### config.mk
export PLATFORM = sky130hd
export DESIGN_NAME = ts4231_config_reader
export DESIGN_NICKNAME = d
export VERILOG_FILES = /design/src/rtl/ts4231_pkg.sv /design/src/rtl/ts4231_tick_gen.sv /design/src/rtl/ts4231_config_reader.sv
export SDC_FILE = /design/constraint.sdc
export NUM_CORES = 1
export LEC_CHECK = 0
export BUFFER_PORTS_ARGS = -buffer_cell sky130_fd_sc_hd__buf_4
export CAP_MARGIN = 0
export CORE_MARGIN = 2
export CORE_UTILIZATION = 45
export CTS_CLUSTER_DIAMETER = 100
export DETAILED_ROUTE_END_ITERATION = 12
export HOLD_SLACK_MARGIN = 0.1
export PLACE_DENSITY = 0.65
export SLEW_MARGIN = 40
export SYNTH_ARGS = -nofsm -noshare
export SYNTH_HDL_FRONTEND = slang
export SYNTH_SLANG_ARGS = --single-unit
### constraint.sdc
create_clock -name clk -period 5.28 [get_ports clk]
set_input_delay 0.792 -clock clk [delete_from_list [all_inputs] [get_ports clk]]
set_output_delay 0.792 -clock clk [all_outputs]
set_load 0.05 [all_outputs]
### src/rtl/ts4231_pkg.sv
// ---------------------------------------------------------------------------
// ts4231_pkg
// Shared definitions for the TS4231 configuration writer and reader blocks.
// Both blocks bit-bang the same E/D sensor pins, so they share the state
// naming, the configuration word width, the default configuration value
// and the pin-drive decode for each state.
// No ports (package).
// ---------------------------------------------------------------------------
package ts4231_pkg;

    localparam int CFG_BITS             = 15;
    localparam int TICK_DIV_DEFAULT     = 24;
    localparam int SETTLE_TICKS_DEFAULT = 4;
    localparam logic [CFG_BITS-1:0] DEFAULT_CFG = 15'h7256;

    // Bit-bang sequencer states, shared by writer and reader.
    typedef enum logic [3:0] {
        IDLE,
        SETTLE,
        READ_START,
        E_LOW,
        E_HIGH,
        STOP,
        STOP_D,
        WATCH_ELOW,
        WATCH_DLOW,
        WATCH_EHIGH
    } ts4231_state_t;

    // Drive values for the two sensor pins in one state.
    typedef struct packed {
        logic e_oe;
        logic e_out;
        logic d_oe;
        logic d_out;
    } ts4231_pins_t;

    // Pin drive for each state. Released pins keep e_out=1 / d_out=0 so the
    // released pattern is identical to the reset pattern.
    function automatic ts4231_pins_t pin_drive(input ts4231_state_t s);
        ts4231_pins_t p;
        p = '{e_oe: 1'b0, e_out: 1'b1, d_oe: 1'b0, d_out: 1'b0};
        case (s)
            READ_START:  p = '{e_oe: 1'b1, e_out: 1'b1, d_oe: 1'b1, d_out: 1'b0};
            E_LOW:       p = '{e_oe: 1'b1, e_out: 1'b0, d_oe: 1'b0, d_out: 1'b0};
            E_HIGH:      p = '{e_oe: 1'b1, e_out: 1'b1, d_oe: 1'b0, d_out: 1'b0};
            STOP:        p = '{e_oe: 1'b1, e_out: 1'b1, d_oe: 1'b1, d_out: 1'b0};
            STOP_D:      p = '{e_oe: 1'b1, e_out: 1'b1, d_oe: 1'b1, d_out: 1'b1};
            WATCH_ELOW:  p = '{e_oe: 1'b1, e_out: 1'b0, d_oe: 1'b1, d_out: 1'b1};
            WATCH_DLOW:  p = '{e_oe: 1'b1, e_out: 1'b0, d_oe: 1'b1, d_out: 1'b0};
            WATCH_EHIGH: p = '{e_oe: 1'b1, e_out: 1'b1, d_oe: 1'b1, d_out: 1'b0};
            default:     p = '{e_oe: 1'b0, e_out: 1'b1, d_oe: 1'b0, d_out: 1'b0};
        endcase
        return p;
    endfunction

endpackage

### src/rtl/ts4231_tick_gen.sv
// ---------------------------------------------------------------------------
// ts4231_tick_gen
// Free-running clock divider that produces the bit-bang tick. The counter
// runs 0..TICK_DIV-1 from reset and `tick` is high for the one clk in which
// the counter wraps.
// Ports:
//   clk   in  system clock
//   rst_n in  asynchronous active-low reset
//   tick  out one-clk pulse every TICK_DIV clks
// ---------------------------------------------------------------------------
module ts4231_tick_gen #(
    parameter int TICK_DIV = 24
) (
    input  logic clk,
    input  logic rst_n,
    output logic tick
);

    localparam int CW = (TICK_DIV > 1) ? $clog2(TICK_DIV) : 1;
    localparam logic [CW-1:0] LAST = CW'(TICK_DIV - 1);

    logic [CW-1:0] cnt;

    // Divider counter: wraps to zero after the last count.
    always_ff @(posedge clk or negedge rst_n) begin
        if (!rst_n) begin
            cnt <= '0;
        end else if (cnt == LAST) begin
            cnt <= '0;
        end else begin
            cnt <= cnt + CW'(1);
        end
    end

    assign tick = (cnt == LAST);

endmodule

### src/rtl/ts4231_config_reader.sv
// ---------------------------------------------------------------------------
// ts4231_config_reader
// Reads the configuration word back from a TS4231 over its bit-banged E/D
// pins (MSB first) and compares it against EXPECTED_CFG, confirming that an
// earlier configuration write took effect. Shares the sensor pins with the
// configuration writer through an external mux keyed on `busy`.
// Ports:
//   clk, rst_n      system clock, asynchronous active-low reset
//   start           readback request, acted on at its rising edge
//   enable          sensor configured; start ignored while low
//   busy            high from accepted start until done
//   done            one-clk pulse when the readback finishes
//   rd_data         last word read
//   match           rd_data == EXPECTED_CFG, valid from done onward
//   d_in/d_out/d_oe D pin input, drive value, output enable
//   e_in/e_out/e_oe E pin input (observation only), drive value, enable
// ---------------------------------------------------------------------------
module ts4231_config_reader #(
    parameter int TICK_DIV     = ts4231_pkg::TICK_DIV_DEFAULT,
    parameter int CFG_BITS     = ts4231_pkg::CFG_BITS,
    parameter logic [CFG_BITS-1:0] EXPECTED_CFG = ts4231_pkg::DEFAULT_CFG,
    parameter int SETTLE_TICKS = ts4231_pkg::SETTLE_TICKS_DEFAULT
) (
    input  logic                clk,
    input  logic                rst_n,
    input  logic                start,
    input  logic                enable,
    output logic                busy,
    output logic                done,
    output logic [CFG_BITS-1:0] rd_data,
    output logic                match,
    input  logic                d_in,
    output logic                d_out,
    output logic                d_oe,
    input  logic                e_in,
    output logic                e_out,
    output logic                e_oe
);

    import ts4231_pkg::*;

    localparam int IDX_W = (CFG_BITS > 1) ? $clog2(CFG_BITS) : 1;
    localparam int SET_W = $clog2(SETTLE_TICKS + 1);
    localparam logic [SET_W-1:0] SETTLE_LAST = SET_W'(SETTLE_TICKS - 1);

    ts4231_state_t  state;
    ts4231_state_t  state_next;
    ts4231_pins_t   pins;

    logic             tick;
    logic             start_q;
    logic             start_rise;
    logic             accept;
    logic             pending;
    logic             d_sync1;
    logic             d_sync2;
    logic [IDX_W-1:0] bit_idx;
    logic [SET_W-1:0] settle_cnt;
    logic             finish;
    logic             enter_read;

    // E is never read back; it is brought in so a debug probe can observe it.
    logic unused_e_in;
    assign unused_e_in = e_in;

    ts4231_tick_gen #(
        .TICK_DIV (TICK_DIV)
    ) u_tick_gen (
        .clk   (clk),
        .rst_n (rst_n),
        .tick  (tick)
    );

    // Input registers: start edge detector and the two-flop synchroniser
    // for the sensor-driven D pin.
    always_ff @(posedge clk or negedge rst_n) begin
        if (!rst_n) begin
            start_q <= 1'b0;
            d_sync1 <= 1'b0;
            d_sync2 <= 1'b0;
        end else begin
            start_q <= start;
            d_sync1 <= d_in;
            d_sync2 <= d_sync1;
        end
    end

    // A start edge only counts when the block is idle and has no request
    // already waiting for a tick; anything else is dropped, not queued.
    assign start_rise = start & ~start_q;
    assign accept     = start_rise & enable & (state == IDLE) & ~busy;
    assign finish     = tick & (state == WATCH_EHIGH);
    assign enter_read = (state_next == READ_START) && (state != READ_START);

    // FSM state register; the state only moves on ticks.
    always_ff @(posedge clk or negedge rst_n) begin
        if (!rst_n) begin
            state <= IDLE;
        end else begin
            state <= state_next;
        end
    end

    // Next-state decode and pin drive decode.
    always_comb begin
        state_next = state;
        pins       = pin_drive(state);
        if (tick) begin
            case (state)
                IDLE:        if (pending) state_next = SETTLE;
                SETTLE:      if (settle_cnt == SETTLE_LAST) state_next = READ_START;
                READ_START:  state_next = E_LOW;
                E_LOW:       state_next = E_HIGH;
                E_HIGH:      state_next = (bit_idx == '0) ? STOP : E_LOW;
                STOP:        state_next = STOP_D;
                STOP_D:      state_next = WATCH_ELOW;
                WATCH_ELOW:  state_next = WATCH_DLOW;
                WATCH_DLOW:  state_next = WATCH_EHIGH;
                WATCH_EHIGH: state_next = IDLE;
                default:     state_next = IDLE;
            endcase
        end
    end

    assign e_oe  = pins.e_oe;
    assign e_out = pins.e_out;
    assign d_oe  = pins.d_oe;
    assign d_out = pins.d_out;

    // Request handshake: pending bridges the accepted edge to the next tick,
    // busy covers the whole transaction from the clk after acceptance.
    always_ff @(posedge clk or negedge rst_n) begin
        if (!rst_n) begin
            pending <= 1'b0;
            busy    <= 1'b0;
        end else begin
            if (accept) begin
                pending <= 1'b1;
            end else if (tick) begin
                pending <= 1'b0;
            end
            if (accept) begin
                busy <= 1'b1;
            end else if (finish) begin
                busy <= 1'b0;
            end
        end
    end

    // Settle tick counter; held at zero outside SETTLE so every read gets
    // the full settle time.
    always_ff @(posedge clk or negedge rst_n) begin
        if (!rst_n) begin
            settle_cnt <= '0;
        end else if (state != SETTLE) begin
            settle_cnt <= '0;
        end else if (tick) begin
            settle_cnt <= settle_cnt + SET_W'(1);
        end
    end

    // Read datapath: clear the word as the read starts, then capture one
    // bit at the end of each E-high phase, MSB first. The index stops at
    // zero because the FSM leaves the bit loop there.
    always_ff @(posedge clk or negedge rst_n) begin
        if (!rst_n) begin
            rd_data <= '0;
            bit_idx <= '0;
        end else if (enter_read) begin
            rd_data <= '0;
            bit_idx <= IDX_W'(CFG_BITS - 1);
        end else if (tick && (state == E_HIGH)) begin
            rd_data[bit_idx] <= d_sync2;
            if (bit_idx != '0) begin
                bit_idx <= bit_idx - IDX_W'(1);
            end
        end
    end

    // Completion: done pulses for one clk and match is refreshed from the
    // finished word, then held until the next completion.
    always_ff @(posedge clk or negedge rst_n) begin
        if (!rst_n) begin
            done  <= 1'b0;
            match <= 1'b0;
        end else begin
            done <= finish;
            if (finish) begin
                match <= (rd_data == EXPECTED_CFG);
            end
        end
    end

endmodule

==> summary.txt <==
Worst hold path
  – Hold Crit Class: reg -> reg

Synth
  – Mapped Area: 2000 µm²
  – Syn Area/Cell: 9.94 µm²
  – Async set or reset register ratio after synthesis: 1.00
  – Synth warnings: 0
  – Synthesis-stage register bit count: 38
  – Syn nets: 215
  – Xor and xnor area share after synthesis: 0.0219
  – Adder-Cell Fraction of Synth Area: 0.0501
  – EDFF count, synth: 0
  – Synth Area in Simple Gates: 0.258
  – Post-synth cell types: 41
  – Cells after Synth: 201
  – Top FF cell, synth: dfrtp_1
  – Compound-Gate Fraction of Synth Area: 0.0908
  – Combinational family with the most area after synthesis: simple AND/OR/NAND/NOR gates
  – Seq/Total Area, Yosys: 0.476
  – Post-synthesis mux area share: 0.0601

Layout
  – Layout cells sized above 1: 0.177
  – P&R area growth vs syn: 16.2%
  – Final nets: 240
  – Diode count: 0
  – # fillers: 422

Global route
  – GRT Total Usage: 0.176
  – Pin count of the biggest net entering global routing: 39
  – Grt total ovfl: 0
  – First-pass GRT wire length: 6780 µm
  – Vias in the first global route: 1,404
  – Initial antenna violation count: 0

Die
  – Die width: 70.6 µm
  – Die ar.: 4990 µm²
  – Initial Util: 0.462
  – Row count: 24
  – Die Ht: 70.6 µm
  – Core area: 4320 µm²
  – Ports: 28

Clock network
  – Worst-path clk slew: 0.07 ns
  – Post-CTS Setup Inserts: 0
  – Total CTS buffers: 5
  – Sink Count: 38
  – H-tree depth: 2
  – CTS resizes: 0
  – Clk_lat worst skew: 0.29 ns
  – CTS Root Cell: clkbuf_8
  – # hold bufs at CTS: 0
  – CTS tree: built
  – Max Root-Sink Buffers: 2

Place
  – DP HPWL: 2800 µm
  – GPL Wtd Cong: 0.777
  – Worst slack at placement: 2.67 ns
  – Port Buffers: 26

Routing
  – Post-route ant nets: 0
  – Vias: 1,511
  – DRC violations left: 0
  – Routed vias/inst: 5.44
  – Total Wirelength: 3990 µm
  – Drt pass-1 iters: 4
  – Routed WL per cell: 14.3 µm
  – DRT iter0 DRCs: 88

Timing
  – Max-slew violation count: 0
  – RSZ-0062 raised after global routing: no
  – Worst-Margin Slew: 0.718 ns
  – Final Hold Viols: 0
  – Worst setup margin: 2.67 ns
  – Tmin final: 2.61 ns
  – Min Hold Slack: 0.359 ns
  – Final Skew: 0.00499 ns
  – Max Clock Freq: 384 MHz
  – Final Setup Violations: 0
  – Final worst-path cycle share: 0.494
  – Post-Route Setup TNS: 0 ns
  – Slew HR: 0.515

Worst setup path
  – Critical path peak fanout: 12
  – WP data arrival: 2.79 ns
  – R2R Setup Slk: 2.67 ns
  – Startpoint types: flip-flop
  – Critical Path Sink Type: flip-flop
  – CP required: 5.46 ns
  – Kind of critical path: reg -> reg

Power
  – Max VDD drop: 0.000176 V
  – Leakage power: 1.21 nW
  – P per Cell Area: 261 nW/µm²

Job
  – Max-Cap Viols: 0

Outcome
  – Status: completed
==> power by group <==
part           internal, mW  switching, mW  leakage [nW]
clock network         0.151         0.0973        0.0573
logic                0.0148         0.0323         0.646
registers             0.299         0.0119         0.510
==> synth_stat cells (2+ instances only) <==
cell / n / area, µm²
dfrtp_1: 38 / 951
nor2_1: 26 / 97.6
nand2_1: 18 / 67.6
mux2i_1: 12 / 120
a21oi_1: 10 / 50.1
ha_1: 8 / 100
nand3_1: 8 / 40.0
inv_1: 7 / 26.3
nand4_1: 7 / 43.8
nor2b_1: 5 / 31.3
o21ai_0: 5 / 25.0
nand2b_1: 4 / 25.0
nor3_1: 4 / 20.0
a21o_1: 3 / 22.5
and3_1: 3 / 18.8
buf_2: 3 / 15.0
nand4b_1: 3 / 26.3
nor4_1: 3 / 18.8
xnor2_1: 3 / 26.3
a211o_1: 2 / 17.5
a211oi_1: 2 / 15.0
and2b_1: 2 / 15.0
buf_4: 2 / 15.0
buf_6: 2 / 22.5
clkbuf_1: 2 / 7.51
nor4bb_1: 2 / 20.0
o41ai_1: 2 / 17.5
xor2_1: 2 / 17.5
==> path summary, 6_finish.rpt <==
kind                                   startpoint           endpoint  depth (start not counted)
worst max register to register  u_tick_gen.cnt[0]         rd_data[9]                          7
worst max-delay path            u_tick_gen.cnt[0]         rd_data[9]                          7
max in group asynchronous                   rst_n        rd_data[13]                          1
min in group asynchronous                   rst_n  u_tick_gen.cnt[3]                          1
worst min register to register            d_sync1            d_sync2                          0
worst min-delay path                      d_sync1            d_sync2                          0
==> cells in the final DEF (no fill, tap or decap), types with 4 or more instances in the layout <==
cell type  instances
nand2_1           18
dfrtp_1           38
nand4_1            7
inv_1              7
mux2i_1           12
buf_4             27
nand3_1            8
nor2b_1            5
clkbuf_8           6
nor2_1            25
nor3_1             4
a21oi_1           10
nand2b_1           4
o21ai_0            5
ha_1               8
==> critical path: stages, from the launching register on <==
cell and delay [ns]:
dfrtp_1 0.37, ha_1 0.25, nand4b_1 0.45, o21ai_0 0.31
o41ai_1 0.17, nor4_4 0.60, buf_4 0.28, nor2_1 0.06
==> per-layer routing <==
metal,part of all wire,track usage,vias to the layer above
li1,-,-,757
met1,0.48,0.248,715
met2,0.46,0.256,33
met3,0.048,0.0484,6
met4,0.014,0.0755,0
met5,0,0,-
==> cell type report <==
cell class | instances | area, µm² | share of cell area
sequential | 38 | 951 | 0.410
multi-input combinational | 147 | 963 | 0.415
inverter | 7 | 26.3 | 0.0113
timing repair buffer | 27 | 203 | 0.0873
clock buffer | 6 | 82.6 | 0.0356
tap | 52 | 65.1 | 0.0280
clock inverter | 1 | 30.0 | 0.0129
==> state kept, by name (all words and copies together), names as in the netlist <==
signal,cells
rd_data,15
u_tick_gen.cnt,5
bit_idx,4
state,4
settle_cnt,3
busy,1
d_sync1,1
d_sync2,1
done,1
match,1
pending,1
start_q,1
==> per-stage QoR <==
step | utilization | power, mW | std cells | instance area [µm²]
2_1_floorplan | - | 0.347 | 201 | 2000
3_3_place_gp | 0.508 | 0.362 | 270 | 2200
3_5_place_dp | 0.511 | 0.364 | 271 | 2210
4_1_cts | 0.537 | 0.613 | 278 | 2320
5_1_grt | 0.537 | 0.635 | 278 | 2320
6_report | 0.537 | 0.606 | 278 | 2320
==> kinds of logic (layout without fill, tap and decap cells) <==
kind of cell    count (synthesis)  after routing
mux                            12             12
buf+inv                        16             41
simple gates                   94             94
xor+xnor                        5              5
compound gates                 28             28
fa+ha+maj                       8              8
flops                          38             38
Note: power is estimated with default switching activity, not from simulation.
